`src/rtl/mem_unit_if.sv`:
```
// Data-memory request bus between the MEM pipeline stage and the data memory.
// The stage drives the master side; the memory drives the slave side.
interface mem_unit_if;
   // Handshake: a request (D_MEM_READ or D_MEM_WRITE) stays high with a stable address,
   // write data and byte enables until the first rising edge at which D_MEM_BUSYWAIT=0.
   // That edge completes the transfer; BUSYWAIT is not sampled in the first request cycle.
   logic        D_MEM_READ;
   logic        D_MEM_WRITE;
   logic [31:0] D_MEM_ADDR;
   logic [31:0] D_MEM_WDATA;
   logic [3:0]  D_MEM_BYTE_EN;
   logic [31:0] D_MEM_RDATA;
   logic        D_MEM_BUSYWAIT;

   modport master (
      output D_MEM_READ, D_MEM_WRITE, D_MEM_ADDR, D_MEM_WDATA, D_MEM_BYTE_EN,
      input  D_MEM_RDATA, D_MEM_BUSYWAIT
   );

   modport slave (
      input  D_MEM_READ, D_MEM_WRITE, D_MEM_ADDR, D_MEM_WDATA, D_MEM_BYTE_EN,
      output D_MEM_RDATA, D_MEM_BUSYWAIT
   );
endinterface

```
`src/rtl/mem_unit.sv`:
```
// MEM pipeline stage: EX/MEM stage register, data-memory handshake FSM,
// store lane formatting and load extension.
module mem_unit #(
   parameter int unsigned ACCESS_TIMEOUT = 255
) (
   input  logic        CLK,
   input  logic        RESET,
   input  logic        FLUSH,
   input  logic        REG_WRITE_EN_EX,
   input  logic [1:0]  WB_VALUE_SEL_EX,
   input  logic        MEM_READ_EN_EX,
   input  logic        MEM_WRITE_EN_EX,
   input  logic [31:0] PC_EX,
   input  logic [31:0] RESULT_EX,
   input  logic [31:0] REG_DATA_2_EX,
   input  logic [2:0]  FUNC3_EX,
   input  logic [4:0]  REG_WRITE_ADDR_EX,
   mem_unit_if.master  dmem,
   output logic        REG_WRITE_EN_MEM,
   output logic [1:0]  WB_VALUE_SEL_MEM,
   output logic [4:0]  REG_WRITE_ADDR_MEM,
   output logic [31:0] ALU_RES_MEM,
   output logic [31:0] PC_4_MEM,
   output logic [31:0] LOAD_DATA_MEM,
   output logic        MEM_STALL,
   output logic        MISALIGNED,
   output logic        BUS_ERROR,
   output logic [1:0]  dbg_state
);

   typedef enum logic [1:0] {
      IDLE   = 2'd0,
      ACCESS = 2'd1,
      DONE   = 2'd2
   } state_t;

   localparam logic [31:0] TIMEOUT = 32'(ACCESS_TIMEOUT);

   state_t      state;
   logic [31:0] cnt;

   logic        rwe_q;
   logic [1:0]  wbs_q;
   logic        mr_q;
   logic        mw_q;
   logic [31:0] pc4_q;
   logic [31:0] alu_q;
   logic [31:0] d2_q;
   logic [2:0]  f3_q;
   logic [4:0]  rd_q;
   logic [31:0] load_q;
   logic        berr_q;

   logic        is_mem;
   logic        misalign;
   logic        pending;
   logic        req_active;
   logic        advance;
   logic [31:0] st_data;
   logic [3:0]  st_be;
   logic [7:0]  ld_byte;
   logic [15:0] ld_half;
   logic [31:0] ld_ext;

   // A misaligned access never reaches the bus, so it cannot stall the pipe.
   always_comb begin
      is_mem     = mr_q | mw_q;
      misalign   = is_mem & (((f3_q[1:0] == 2'b01) & alu_q[0]) |
                             ((f3_q[1:0] == 2'b10) & (|alu_q[1:0])));
      pending    = is_mem & ~misalign;
      req_active = ((state == IDLE) & pending) | (state == ACCESS);
      advance    = ~req_active;
   end

   always_comb begin
      st_data = d2_q;
      st_be   = 4'b1111;
      case (f3_q[1:0])
         2'b00: begin
            st_data = {4{d2_q[7:0]}};
            st_be   = 4'b0001 << alu_q[1:0];
         end
         2'b01: begin
            st_data = {2{d2_q[15:0]}};
            st_be   = alu_q[1] ? 4'b1100 : 4'b0011;
         end
         default: begin
            st_data = d2_q;
            st_be   = 4'b1111;
         end
      endcase
   end

   always_comb begin
      case (alu_q[1:0])
         2'b00:   ld_byte = dmem.D_MEM_RDATA[7:0];
         2'b01:   ld_byte = dmem.D_MEM_RDATA[15:8];
         2'b10:   ld_byte = dmem.D_MEM_RDATA[23:16];
         default: ld_byte = dmem.D_MEM_RDATA[31:24];
      endcase
      ld_half = alu_q[1] ? dmem.D_MEM_RDATA[31:16] : dmem.D_MEM_RDATA[15:0];
      case (f3_q)
         3'b000:  ld_ext = {{24{ld_byte[7]}}, ld_byte};
         3'b001:  ld_ext = {{16{ld_half[15]}}, ld_half};
         3'b100:  ld_ext = {24'd0, ld_byte};
         3'b101:  ld_ext = {16'd0, ld_half};
         default: ld_ext = dmem.D_MEM_RDATA;
      endcase
   end

   // Read+write staged together is issued as a write only.
   assign dmem.D_MEM_READ    = req_active & mr_q & ~mw_q;
   assign dmem.D_MEM_WRITE   = req_active & mw_q;
   assign dmem.D_MEM_ADDR    = {alu_q[31:2], 2'b00};
   assign dmem.D_MEM_WDATA   = st_data;
   assign dmem.D_MEM_BYTE_EN = (req_active & mw_q) ? st_be : 4'b0000;

   assign REG_WRITE_EN_MEM   = rwe_q & ~misalign & ~berr_q;
   assign WB_VALUE_SEL_MEM   = wbs_q;
   assign REG_WRITE_ADDR_MEM = rd_q;
   assign ALU_RES_MEM        = alu_q;
   assign PC_4_MEM           = pc4_q;
   assign LOAD_DATA_MEM      = load_q;
   assign MEM_STALL          = req_active;
   assign MISALIGNED         = misalign;
   assign BUS_ERROR          = berr_q;
   assign dbg_state          = state;

   always_ff @(posedge CLK or posedge RESET) begin
      if (RESET) begin
         state  <= IDLE;
         cnt    <= 32'd0;
         rwe_q  <= 1'b0;
         wbs_q  <= 2'b00;
         mr_q   <= 1'b0;
         mw_q   <= 1'b0;
         pc4_q  <= 32'd0;
         alu_q  <= 32'd0;
         d2_q   <= 32'd0;
         f3_q   <= 3'd0;
         rd_q   <= 5'd0;
         load_q <= 32'd0;
         berr_q <= 1'b0;
      end else begin
         case (state)
            IDLE: begin
               if (pending) begin
                  state <= ACCESS;
                  cnt   <= 32'd0;
               end
            end
            ACCESS: begin
               // Completion wins over a timeout that lands on the same edge.
               if (!dmem.D_MEM_BUSYWAIT) begin
                  if (mr_q & ~mw_q) load_q <= ld_ext;
                  state <= DONE;
               end else if ((TIMEOUT != 32'd0) && ((cnt + 32'd1) == TIMEOUT)) begin
                  berr_q <= 1'b1;
                  state  <= DONE;
               end else begin
                  cnt <= cnt + 32'd1;
               end
            end
            DONE:    state <= IDLE;
            default: state <= IDLE;
         endcase

         if (advance) begin
            berr_q <= 1'b0;
            if (FLUSH) begin
               rwe_q <= 1'b0;
               wbs_q <= 2'b00;
               mr_q  <= 1'b0;
               mw_q  <= 1'b0;
               pc4_q <= 32'd0;
               alu_q <= 32'd0;
               d2_q  <= 32'd0;
               f3_q  <= 3'd0;
               rd_q  <= 5'd0;
            end else begin
               rwe_q <= REG_WRITE_EN_EX;
               wbs_q <= WB_VALUE_SEL_EX;
               mr_q  <= MEM_READ_EN_EX;
               mw_q  <= MEM_WRITE_EN_EX;
               pc4_q <= PC_EX + 32'd4;
               alu_q <= RESULT_EX;
               d2_q  <= REG_DATA_2_EX;
               f3_q  <= FUNC3_EX;
               rd_q  <= REG_WRITE_ADDR_EX;
            end
         end
      end
   end

endmodule

```
`src/flat_wrapper.sv`:
```
// flat-port wrapper written by rule: the top's interface ports become plain ports
module mem_unit_flat 
#(
   parameter int unsigned ACCESS_TIMEOUT = 255
)
  (CLK, RESET, FLUSH, REG_WRITE_EN_EX, WB_VALUE_SEL_EX, MEM_READ_EN_EX, MEM_WRITE_EN_EX, PC_EX, RESULT_EX, REG_DATA_2_EX, FUNC3_EX, REG_WRITE_ADDR_EX, REG_WRITE_EN_MEM, WB_VALUE_SEL_MEM, REG_WRITE_ADDR_MEM, ALU_RES_MEM, PC_4_MEM, LOAD_DATA_MEM, MEM_STALL, MISALIGNED, BUS_ERROR, dbg_state, dmem_D_MEM_READ, dmem_D_MEM_WRITE, dmem_D_MEM_ADDR, dmem_D_MEM_WDATA, dmem_D_MEM_BYTE_EN, dmem_D_MEM_RDATA, dmem_D_MEM_BUSYWAIT);
  mem_unit_if dmem_i ();
  input  logic CLK;
  input  logic RESET;
  input  logic FLUSH;
  input  logic REG_WRITE_EN_EX;
  input  logic [1:0] WB_VALUE_SEL_EX;
  input  logic MEM_READ_EN_EX;
  input  logic MEM_WRITE_EN_EX;
  input  logic [31:0] PC_EX;
  input  logic [31:0] RESULT_EX;
  input  logic [31:0] REG_DATA_2_EX;
  input  logic [2:0] FUNC3_EX;
  input  logic [4:0] REG_WRITE_ADDR_EX;
  output logic REG_WRITE_EN_MEM;
  output logic [1:0] WB_VALUE_SEL_MEM;
  output logic [4:0] REG_WRITE_ADDR_MEM;
  output logic [31:0] ALU_RES_MEM;
  output logic [31:0] PC_4_MEM;
  output logic [31:0] LOAD_DATA_MEM;
  output logic MEM_STALL;
  output logic MISALIGNED;
  output logic BUS_ERROR;
  output logic [1:0] dbg_state;
  output wire logic [$bits(dmem_i.D_MEM_READ)-1:0] dmem_D_MEM_READ;
  output wire logic [$bits(dmem_i.D_MEM_WRITE)-1:0] dmem_D_MEM_WRITE;
  output wire logic [$bits(dmem_i.D_MEM_ADDR)-1:0] dmem_D_MEM_ADDR;
  output wire logic [$bits(dmem_i.D_MEM_WDATA)-1:0] dmem_D_MEM_WDATA;
  output wire logic [$bits(dmem_i.D_MEM_BYTE_EN)-1:0] dmem_D_MEM_BYTE_EN;
  input wire logic [$bits(dmem_i.D_MEM_RDATA)-1:0] dmem_D_MEM_RDATA;
  input wire logic [$bits(dmem_i.D_MEM_BUSYWAIT)-1:0] dmem_D_MEM_BUSYWAIT;
  assign dmem_D_MEM_READ = dmem_i.D_MEM_READ;
  assign dmem_D_MEM_WRITE = dmem_i.D_MEM_WRITE;
  assign dmem_D_MEM_ADDR = dmem_i.D_MEM_ADDR;
  assign dmem_D_MEM_WDATA = dmem_i.D_MEM_WDATA;
  assign dmem_D_MEM_BYTE_EN = dmem_i.D_MEM_BYTE_EN;
  assign dmem_i.D_MEM_RDATA = dmem_D_MEM_RDATA;
  assign dmem_i.D_MEM_BUSYWAIT = dmem_D_MEM_BUSYWAIT;
  mem_unit #(.ACCESS_TIMEOUT(ACCESS_TIMEOUT)) u_core (.CLK(CLK), .RESET(RESET), .FLUSH(FLUSH), .REG_WRITE_EN_EX(REG_WRITE_EN_EX), .WB_VALUE_SEL_EX(WB_VALUE_SEL_EX), .MEM_READ_EN_EX(MEM_READ_EN_EX), .MEM_WRITE_EN_EX(MEM_WRITE_EN_EX), .PC_EX(PC_EX), .RESULT_EX(RESULT_EX), .REG_DATA_2_EX(REG_DATA_2_EX), .FUNC3_EX(FUNC3_EX), .REG_WRITE_ADDR_EX(REG_WRITE_ADDR_EX), .dmem(dmem_i), .REG_WRITE_EN_MEM(REG_WRITE_EN_MEM), .WB_VALUE_SEL_MEM(WB_VALUE_SEL_MEM), .REG_WRITE_ADDR_MEM(REG_WRITE_ADDR_MEM), .ALU_RES_MEM(ALU_RES_MEM), .PC_4_MEM(PC_4_MEM), .LOAD_DATA_MEM(LOAD_DATA_MEM), .MEM_STALL(MEM_STALL), .MISALIGNED(MISALIGNED), .BUS_ERROR(BUS_ERROR), .dbg_state(dbg_state));
endmodule
```
`config.mk`:
```
export PLATFORM = sky130hd
export DESIGN_NAME = mem_unit_flat
export DESIGN_NICKNAME = d
export VERILOG_FILES = /design/src/rtl/mem_unit_if.sv /design/src/rtl/mem_unit.sv /design/src/flat_wrapper.sv
export SDC_FILE = /design/constraint.sdc
export NUM_CORES = 1
export LEC_CHECK = 0
export ABC_AREA = 1
export ABC_CLOCK_PERIOD_IN_PS = 12100
export BUFFER_PORTS_ARGS = -buffer_cell sky130_fd_sc_hd__buf_2
export CORE_MARGIN = 3
export CORE_UTILIZATION = 35
export CTS_CLUSTER_DIAMETER = 60
export CTS_CLUSTER_SIZE = 24
export DETAILED_ROUTE_END_ITERATION = 10
export SLEW_MARGIN = 20
export SYNTH_ARGS = -nofsm -noshare
export SYNTH_HDL_FRONTEND = slang
export SYNTH_SLANG_ARGS = --single-unit
```
`constraint.sdc`:
```
create_clock -name CLK -period 12.1 [get_ports CLK]
set_input_delay 0.605 -clock CLK [delete_from_list [all_inputs] [get_ports CLK]]
set_output_delay 0.605 -clock CLK [all_outputs]
set_load 0.02 [all_outputs]
```
======== After elaboration in Yosys (flattened, before gate mapping) ========
Index checks and enable logic that the tools add are counted.
storage, ports and cells
  register bits ........................... 176
  input bits .............................. 145
  output and inout bits ................... 179
  word-level logic and storage cells ...... 88
cells by class
  add/subtract/negate cells ............... 2
  equal/unequal tests ..................... 16
  shifts and indexed selects .............. 1
  muxes and demuxes ....................... 28
  bitwise gates (word level) .............. 18
  reduce and logical (&&, ||, !) cells .... 10
operator list
  cell                                              count
  2-to-1 mux 32 bit                                 6
  case mux 32 bit (2 select lines)                  2
  case mux 32 bit (4 select lines)                  1
  adder 32 x 1 -> 32 bit (second input constant)    1
  adder 32 x 3 -> 32 bit (second input constant)    1
  == test 32 x 8 -> 1 bit (second input constant)   1
  case mux 8 bit (3 select lines)                   1
  2-to-1 mux 16 bit                                 1
  AND 1 bit                                         11
  inequality test 2 bit (second input constant)     5
  2-to-1 mux 2 bit                                  4
  2-to-1 mux 4 bit                                  2
  case mux 4 bit (2 select lines)                   1
  2-to-1 mux 1 bit                                  7
  == test 2 x 1 -> 1 bit (second input constant)    3
  == test 3 bit (second input constant)             2
  zero test 2 bit                                   3
  AND reduction 3 bit                               2
  2-to-1 mux 5 bit                                  1
  == test 2 bit (second input constant)             2
  NOT 1 bit                                         4
  case mux 2 bit (2 select lines)                   1
  AND reduction 4 bit                               1
  left shift 1 x 2 -> 4 bit (first input constant)  1
  9 further kinds                                   11

======== Logic depth before layout (Yosys ltp) ========
  depth in word-level cells ............... 10
  gate-level depth with buffers ........... 18
  gate-level depth less buffers ........... 17

======== Worst setup path after synthesis ========
Ideal clock, no wire load.
  kind .................................... register to output
  start point ............................. reg u_core.state[0] (netlist: u_core.dbg_state[0])
  end point ............................... out dmem_D_MEM_BYTE_EN[3]
  data arrival time ....................... 2121 ps
  data required time ...................... 11495 ps
  slack ................................... 9374 ps
  cell stages (with the launch flop) ...... 9
  path buffers ............................ 0
  cells stage by stage .................... dfrtp_1 -> inv_1 -> nor2_1 -> inv_2 -> nand2_1 -> inv_2 -> nor2_1 -> inv_1 -> a221oi_1
between the ends
  word-level cells in the longest chain between the ends .. 5
  elaborated cells on any way between the ends .. 6
  classes of those cells .................. eq/ne (1); mux (1); bitwise (3); reduce/logical (1)
RTL lines
  item                        line                text
  from (decl)                 mem_unit.sv:39      state_t state;
  from (signal assigned)      mem_unit.sv:131     state <= IDLE;
  from (signal assigned)      mem_unit.sv:148     state <= ACCESS;
  from (signal assigned)      mem_unit.sv:156     state <= DONE;
  zero test 2 bit             mem_unit.sv:71      req_active = ((state == IDLE) & pending) | (state == ACCESS);
  AND 1 bit                   mem_unit.sv:71
  OR 1 bit *                  mem_unit.sv:71
  AND 1 bit *                 -
  named net dmem_D_MEM_WRITE  flat_wrapper.sv:31  output wire logic [$bits(dmem_i.D_MEM_WRITE)-1:0] dmem_D_MEM_WRITE;
  2-to-1 mux 4 bit *          mem_unit.sv:116     assign dmem.D_MEM_BYTE_EN = (req_active & mw_q) ? st_be : 4'b0000;
  to (decl)                   flat_wrapper.sv:34  output wire logic [$bits(dmem_i.D_MEM_BYTE_EN)-1:0] dmem_D_MEM_BYTE_EN;
The timed path passes the listed nets; every way through them passes the cells marked *.

======== Worst setup path after layout ========
  start point ............................. reg u_core.f3_q[1]
  end point ............................... reg u_core.pc4_q[28] (netlist: u_core.PC_4_MEM[28])
between the ends
  word-level cells in the longest chain between the ends .. 8
  elaborated cells on any way between the ends .. 10
  classes of those cells .................. eq/ne (2); bitwise (8)
RTL lines
  item                                                            line                            text
  from (decl)                                                     mem_unit.sv:49                  logic [2:0] f3_q;
  from (signal assigned)                                          mem_unit.sv:140                 f3_q <= 3'd0;
  from (signal assigned)                                          mem_unit.sv:178                 f3_q <= 3'd0;
  from (signal assigned)                                          mem_unit.sv:188                 f3_q <= FUNC3_EX;
  == test 2 x 1 -> 1 bit / == test 2 bit (equally long branches)  mem_unit.sv:68, mem_unit.sv:69
  AND 1 bit (on tied branches)                                    mem_unit.sv:68, mem_unit.sv:69
  OR 1 bit *                                                      mem_unit.sv:68                  misalign = is_mem & (((f3_q[1:0] == 2'b01) & alu_q[0]) |
  AND 1 bit *                                                     mem_unit.sv:68
  NOT 1 bit *                                                     mem_unit.sv:70                  pending = is_mem & ~misalign;
  AND 1 bit *                                                     mem_unit.sv:70
  AND 1 bit *                                                     mem_unit.sv:71
  OR 1 bit *                                                      mem_unit.sv:71
  to (signal assigned)                                            mem_unit.sv:185                 pc4_q <= PC_EX + 32'd4;
  to (decl)                                                       mem_unit.sv:46                  logic [31:0] pc4_q;
Every way passes the cells marked *; elsewhere a longest branch is shown, timed or not.
A chain may end at the register's enable or synchronous reset.

==> flow_summary.html <==
<table>
<tr><th>Metric</th><th>Value</th></tr>
<tr><th colspan="2">Finish</th></tr>
<tr><td>Leading cell types in the layout, fill and taps excluded</td><td>sky130_fd_sc_hd__nand2_1, sky130_fd_sc_hd__buf_2, sky130_fd_sc_hd__dfrtp_1</td></tr>
<tr><td>Final Net Count</td><td>1626</td></tr>
<tr><td>Most common cell after layout, fill and taps aside</td><td>sky130_fd_sc_hd__nand2_1</td></tr>
<tr><td>Synthesis-to-layout area growth</td><td>22.7%</td></tr>
<tr><td>Ratio of cells with drive above 1 in the final layout</td><td>26.7%</td></tr>
<tr><th colspan="2">Clock tree</th></tr>
<tr><td>Clock sink count</td><td>176</td></tr>
<tr><td>Count of H-tree levels built during CTS</td><td>4</td></tr>
<tr><td>CTS hold repair buffers</td><td>0</td></tr>
<tr><td>Clk buf depth</td><td>2</td></tr>
<tr><td>Worst-skew pair later-pin latency</td><td>440 ps</td></tr>
<tr><td>TritonCTS clock tree</td><td>yes</td></tr>
<tr><td>Post-CTS Setup Inserts</td><td>0</td></tr>
<tr><td>Clock slew at reported path FFs</td><td>80 ps</td></tr>
<tr><td>CTS Buf Count</td><td>17</td></tr>
<tr><td>Number of cells upsized or downsized after cts</td><td>0</td></tr>
<tr><td>CTS Root Buffer Type</td><td>sky130_fd_sc_hd__clkbuf_16</td></tr>
<tr><th colspan="2">Routing</th></tr>
<tr><td>Violation count after the first detailed-routing iteration</td><td>629</td></tr>
<tr><td>Routed WL</td><td>30900 um</td></tr>
<tr><td>DRC Markers</td><td>0</td></tr>
<tr><td>Vias after detailed routing</td><td>9112</td></tr>
<tr><td>Post-DR vias/cell</td><td>4.99</td></tr>
<tr><td>Number of nets with antenna violations after routing</td><td>0</td></tr>
<tr><td>Post-DR wirelength/cell</td><td>16.9 um</td></tr>
<tr><td>TritonRoute pass-1 iters</td><td>6</td></tr>
<tr><th colspan="2">Setup path</th></tr>
<tr><td>Top delay family on crit path</td><td>buffers and inverters</td></tr>
<tr><td>Cell type of the slowest stage on the worst timing path</td><td>sky130_fd_sc_hd__inv_2</td></tr>
<tr><td>Levels on crit path</td><td>13</td></tr>
<tr><td>Combined buffer and inverter count along the critical path</td><td>6</td></tr>
<tr><td>Setup crit end</td><td>u_core.PC_4_MEM[28]</td></tr>
<tr><td>Worst-path fanout max</td><td>83</td></tr>
<tr><td>Origin of the critical flop-to-flop path</td><td>u_core.f3_q[1]</td></tr>
<tr><td>Nature of the critical path startpoint</td><td>flip-flop</td></tr>
<tr><td>Chain of cells forming the critical path</td><td>inv_2, nand2_1, o22ai_1, inv_1, nand2_1, nand2_4, buf_4, inv_2, nand2_1, inv_2, buf_4, o21ai_0, o21ai_0</td></tr>
<tr><td>Worst EP required</td><td>12450 ps</td></tr>
<tr><td>Arr. time, crit path</td><td>5120 ps</td></tr>
<tr><td>R2R depth</td><td>13</td></tr>
<tr><td>WS Path Type</td><td>flip-flop to flip-flop</td></tr>
<tr><td>First element of the critical path</td><td>u_core.f3_q[1]</td></tr>
<tr><td>Delay of the slowest critical-path stage</td><td>660 ps</td></tr>
<tr><td>Worst R2R End</td><td>u_core.PC_4_MEM[28]</td></tr>
<tr><td>Endpoint type of the worst setup path</td><td>flip-flop</td></tr>
<tr><td>Flop2flop setup slack</td><td>7330 ps</td></tr>
<tr><th colspan="2">STA</th></tr>
<tr><td>Final hold slack</td><td>260 ps</td></tr>
<tr><td>Final count of pins violating max slew</td><td>0</td></tr>
<tr><td>Setup TNS</td><td>0 ps</td></tr>
<tr><td>Fin Clk Skew</td><td>16.4 ps</td></tr>
<tr><td>Final cycle utilization of the critical path</td><td>39.4%</td></tr>
<tr><td>Achievable Freq</td><td>210 MHz</td></tr>
<tr><td>Setup violations, final</td><td>0</td></tr>
<tr><td>Slew at the pin with the worst max-slew slack</td><td>907 ps</td></tr>
<tr><td>Worst slew margin</td><td>39.5%</td></tr>
<tr><td>Final number of hold-violating endpoints</td><td>0</td></tr>
<tr><td>RSZ-0062 raised after global routing</td><td>false</td></tr>
<tr><td>Time the final worst path needs with I/O delays and setup</td><td>4770 ps</td></tr>
<tr><th colspan="2">GRT</th></tr>
<tr><td>Via count of the first global-routing pass</td><td>8789</td></tr>
<tr><td>Overall fraction of global-route tracks in use</td><td>20.9%</td></tr>
<tr><td>Pin count of the biggest net entering global routing</td><td>107</td></tr>
<tr><td>Initial antenna violation count</td><td>3</td></tr>
<tr><td>Total congestion overflow</td><td>0</td></tr>
<tr><td>Wire length of the first global-routing pass</td><td>48000 um</td></tr>
<tr><th colspan="2">Yosys</th></tr>
<tr><td>Proportion of synthesized area in mux cells</td><td>0%</td></tr>
<tr><td>Mean post-synth cell area</td><td>7.77 um^2</td></tr>
<tr><td>Complex-gate fraction of the synthesized area</td><td>15.1%</td></tr>
<tr><td>Area fraction in and, or, nand and nor cells after synthesis</td><td>26.5%</td></tr>
<tr><td>Adder-cell area share of the yosys netlist</td><td>0.395%</td></tr>
<tr><td>Register bit total from synthesis</td><td>176</td></tr>
<tr><td>Count of different cell masters after synthesis</td><td>37</td></tr>
<tr><td>Proportion of synthesized chip area in sequential cells</td><td>46.4%</td></tr>
<tr><td>Synth warnings</td><td>0</td></tr>
<tr><td>Main combinational cell family by area after synthesis</td><td>simple AND/OR/NAND/NOR gates</td></tr>
<tr><td>Xor-xnor portion of the synthesized cell area</td><td>1.66%</td></tr>
<tr><td>Mapped Area</td><td>9490 um^2</td></tr>
<tr><td>Number of standard cells after synthesis</td><td>1222</td></tr>
<tr><th colspan="2">Place</th></tr>
<tr><td>Detailed placer's ending HPWL</td><td>23100 um</td></tr>
<tr><td>Gpl congestion</td><td>0.915</td></tr>
<tr><td>Port buffer count</td><td>321</td></tr>
<tr><th colspan="2">Floorplan</th></tr>
<tr><td>Die height</td><td>171 um</td></tr>
<tr><td>Standard-cell rows</td><td>59</td></tr>
<tr><td>Area of the core</td><td>26400 um^2</td></tr>
<tr><td>Die boundary width</td><td>171 um</td></tr>
<tr><td>Io pins</td><td>324</td></tr>
<tr><td>Area of the die</td><td>29100 um^2</td></tr>
<tr><td>Initial core utilization</td><td>36.0%</td></tr>
<tr><th colspan="2">Min path</th></tr>
<tr><td>Worst min-delay path category</td><td>primary input to asynchronous set/reset pin</td></tr>
<tr><th colspan="2">Pwr</th></tr>
<tr><td>IR drop worst, VDD</td><td>0.000193 V</td></tr>
<tr><td>Cell leakage power</td><td>6.08 nW</td></tr>
<tr><td>Power density normalized to cell area</td><td>268 nW/um^2</td></tr>
<tr><th colspan="2">Status</th></tr>
<tr><td>Outcome</td><td>completed</td></tr>
<tr><th colspan="2">Flow run</th></tr>
<tr><td>Max cap viols</td><td>0</td></tr>
</table>
through the flow:
stage          worst slack, ps  total power [mW]  cell area (um^2)  cells  utilization (%)
5_1_grt                   6800              3.33             11700   1827             44.2
4_1_cts                   7260              3.16             11600   1826             44.2
6_report                  7330              3.13             11700   1827             44.2
2_1_floorplan             6720              2.09              9500   1223                -
3_5_place_dp              7280              2.59             11100   1794             42.0
3_3_place_gp              7390              2.58             11100   1794             42.0
registers in the layout (all words and copies together) (netlist names):
| name | count |
|---|---|
| u_core.WB_VALUE_SEL_MEM | 2 |
| u_core.ALU_RES_MEM | 32 |
| u_core.BUS_ERROR | 1 |
| u_core.rwe_q | 1 |
| u_core.LOAD_DATA_MEM | 32 |
| u_core.mr_q | 1 |
| u_core.f3_q | 3 |
| u_core.cnt | 32 |
| u_core.dbg_state | 2 |
| u_core.d2_q | 32 |
| u_core.REG_WRITE_ADDR_MEM | 5 |
| u_core.PC_4_MEM | 32 |
| u_core.mw_q | 1 |
routing by layer:
metal | GRT usage (%) | share of wire [%] | up-vias
li1 | - | - | 4469
met1 | 27.0 | 42 | 4204
met2 | 35.0 | 48 | 396
met3 | 5.08 | 7.9 | 39
met4 | 5.86 | 1.6 | 4
met5 | 0 | 0.087 | -
kinds of logic (layout without fill, tap and decap cells):
logic type	count (synthesis)	in the layout
simple gates	591	591
compound gates	231	231
buf+inv	202	470
flops	176	176
xor+xnor	18	18
fa+ha+maj	3	3
other cells	1	3
worst min-delay path by stage:
stage	start	to	slack, ps	cells after the start
global placement	u_core.LOAD_DATA_MEM[8]	u_core.LOAD_DATA_MEM[8]	460	2
CTS	RESET	u_core.ALU_RES_MEM[15]	330	2
floorplan	u_core.cnt[31]	u_core.cnt[31]	460	2
finish	RESET	u_core.ALU_RES_MEM[15]	260	2
global route	RESET	u_core.ALU_RES_MEM[18]	340	2
detailed placement	u_core.LOAD_DATA_MEM[1]	u_core.LOAD_DATA_MEM[1]	460	2
report_power, final:
group          internal [mW]  switching, mW  total, mW
registers              0.827          0.177       1.00
logic                  0.455           1.11       1.57
clock network          0.297          0.262      0.559
total                   1.58           1.55       3.13
synth_stat cells (all sizes together):
cell type  count  share of area [%]
a221oi         2               0.18
a22o          50                4.6
nand3b        11               0.87
ha             3               0.40
a21oi         43                2.3
nor4           1              0.066
o21bai         1              0.079
nand4         23                1.5
nor2         117                5.4
conb           1              0.039
o22ai          8               0.53
o221ai         7               0.65
nand2        387                 16
clkbuf        33                1.3
xnor2          5               0.46
xor2          13                1.2
dfrtp        176                 46
o31ai          3               0.24
o211ai        11               0.87
nand3         39                2.2
or2            1              0.066
a31oi          3               0.20
o21ai        103                5.4
buf           60                4.4
nor3          12               0.69
inv          109                4.3
cell type report:
type / instances / area, um^2
multi-input combinational: 845 / 4160
clock inverter: 14 / 148
sequential: 176 / 4400
clock buffer: 18 / 439
tap: 335 / 419
fill: 2715 / 14700
antenna: 1 / 2.50
timing repair buffer: 329 / 1670
inverter: 109 / 417
Power figures use the tool's default switching activity.
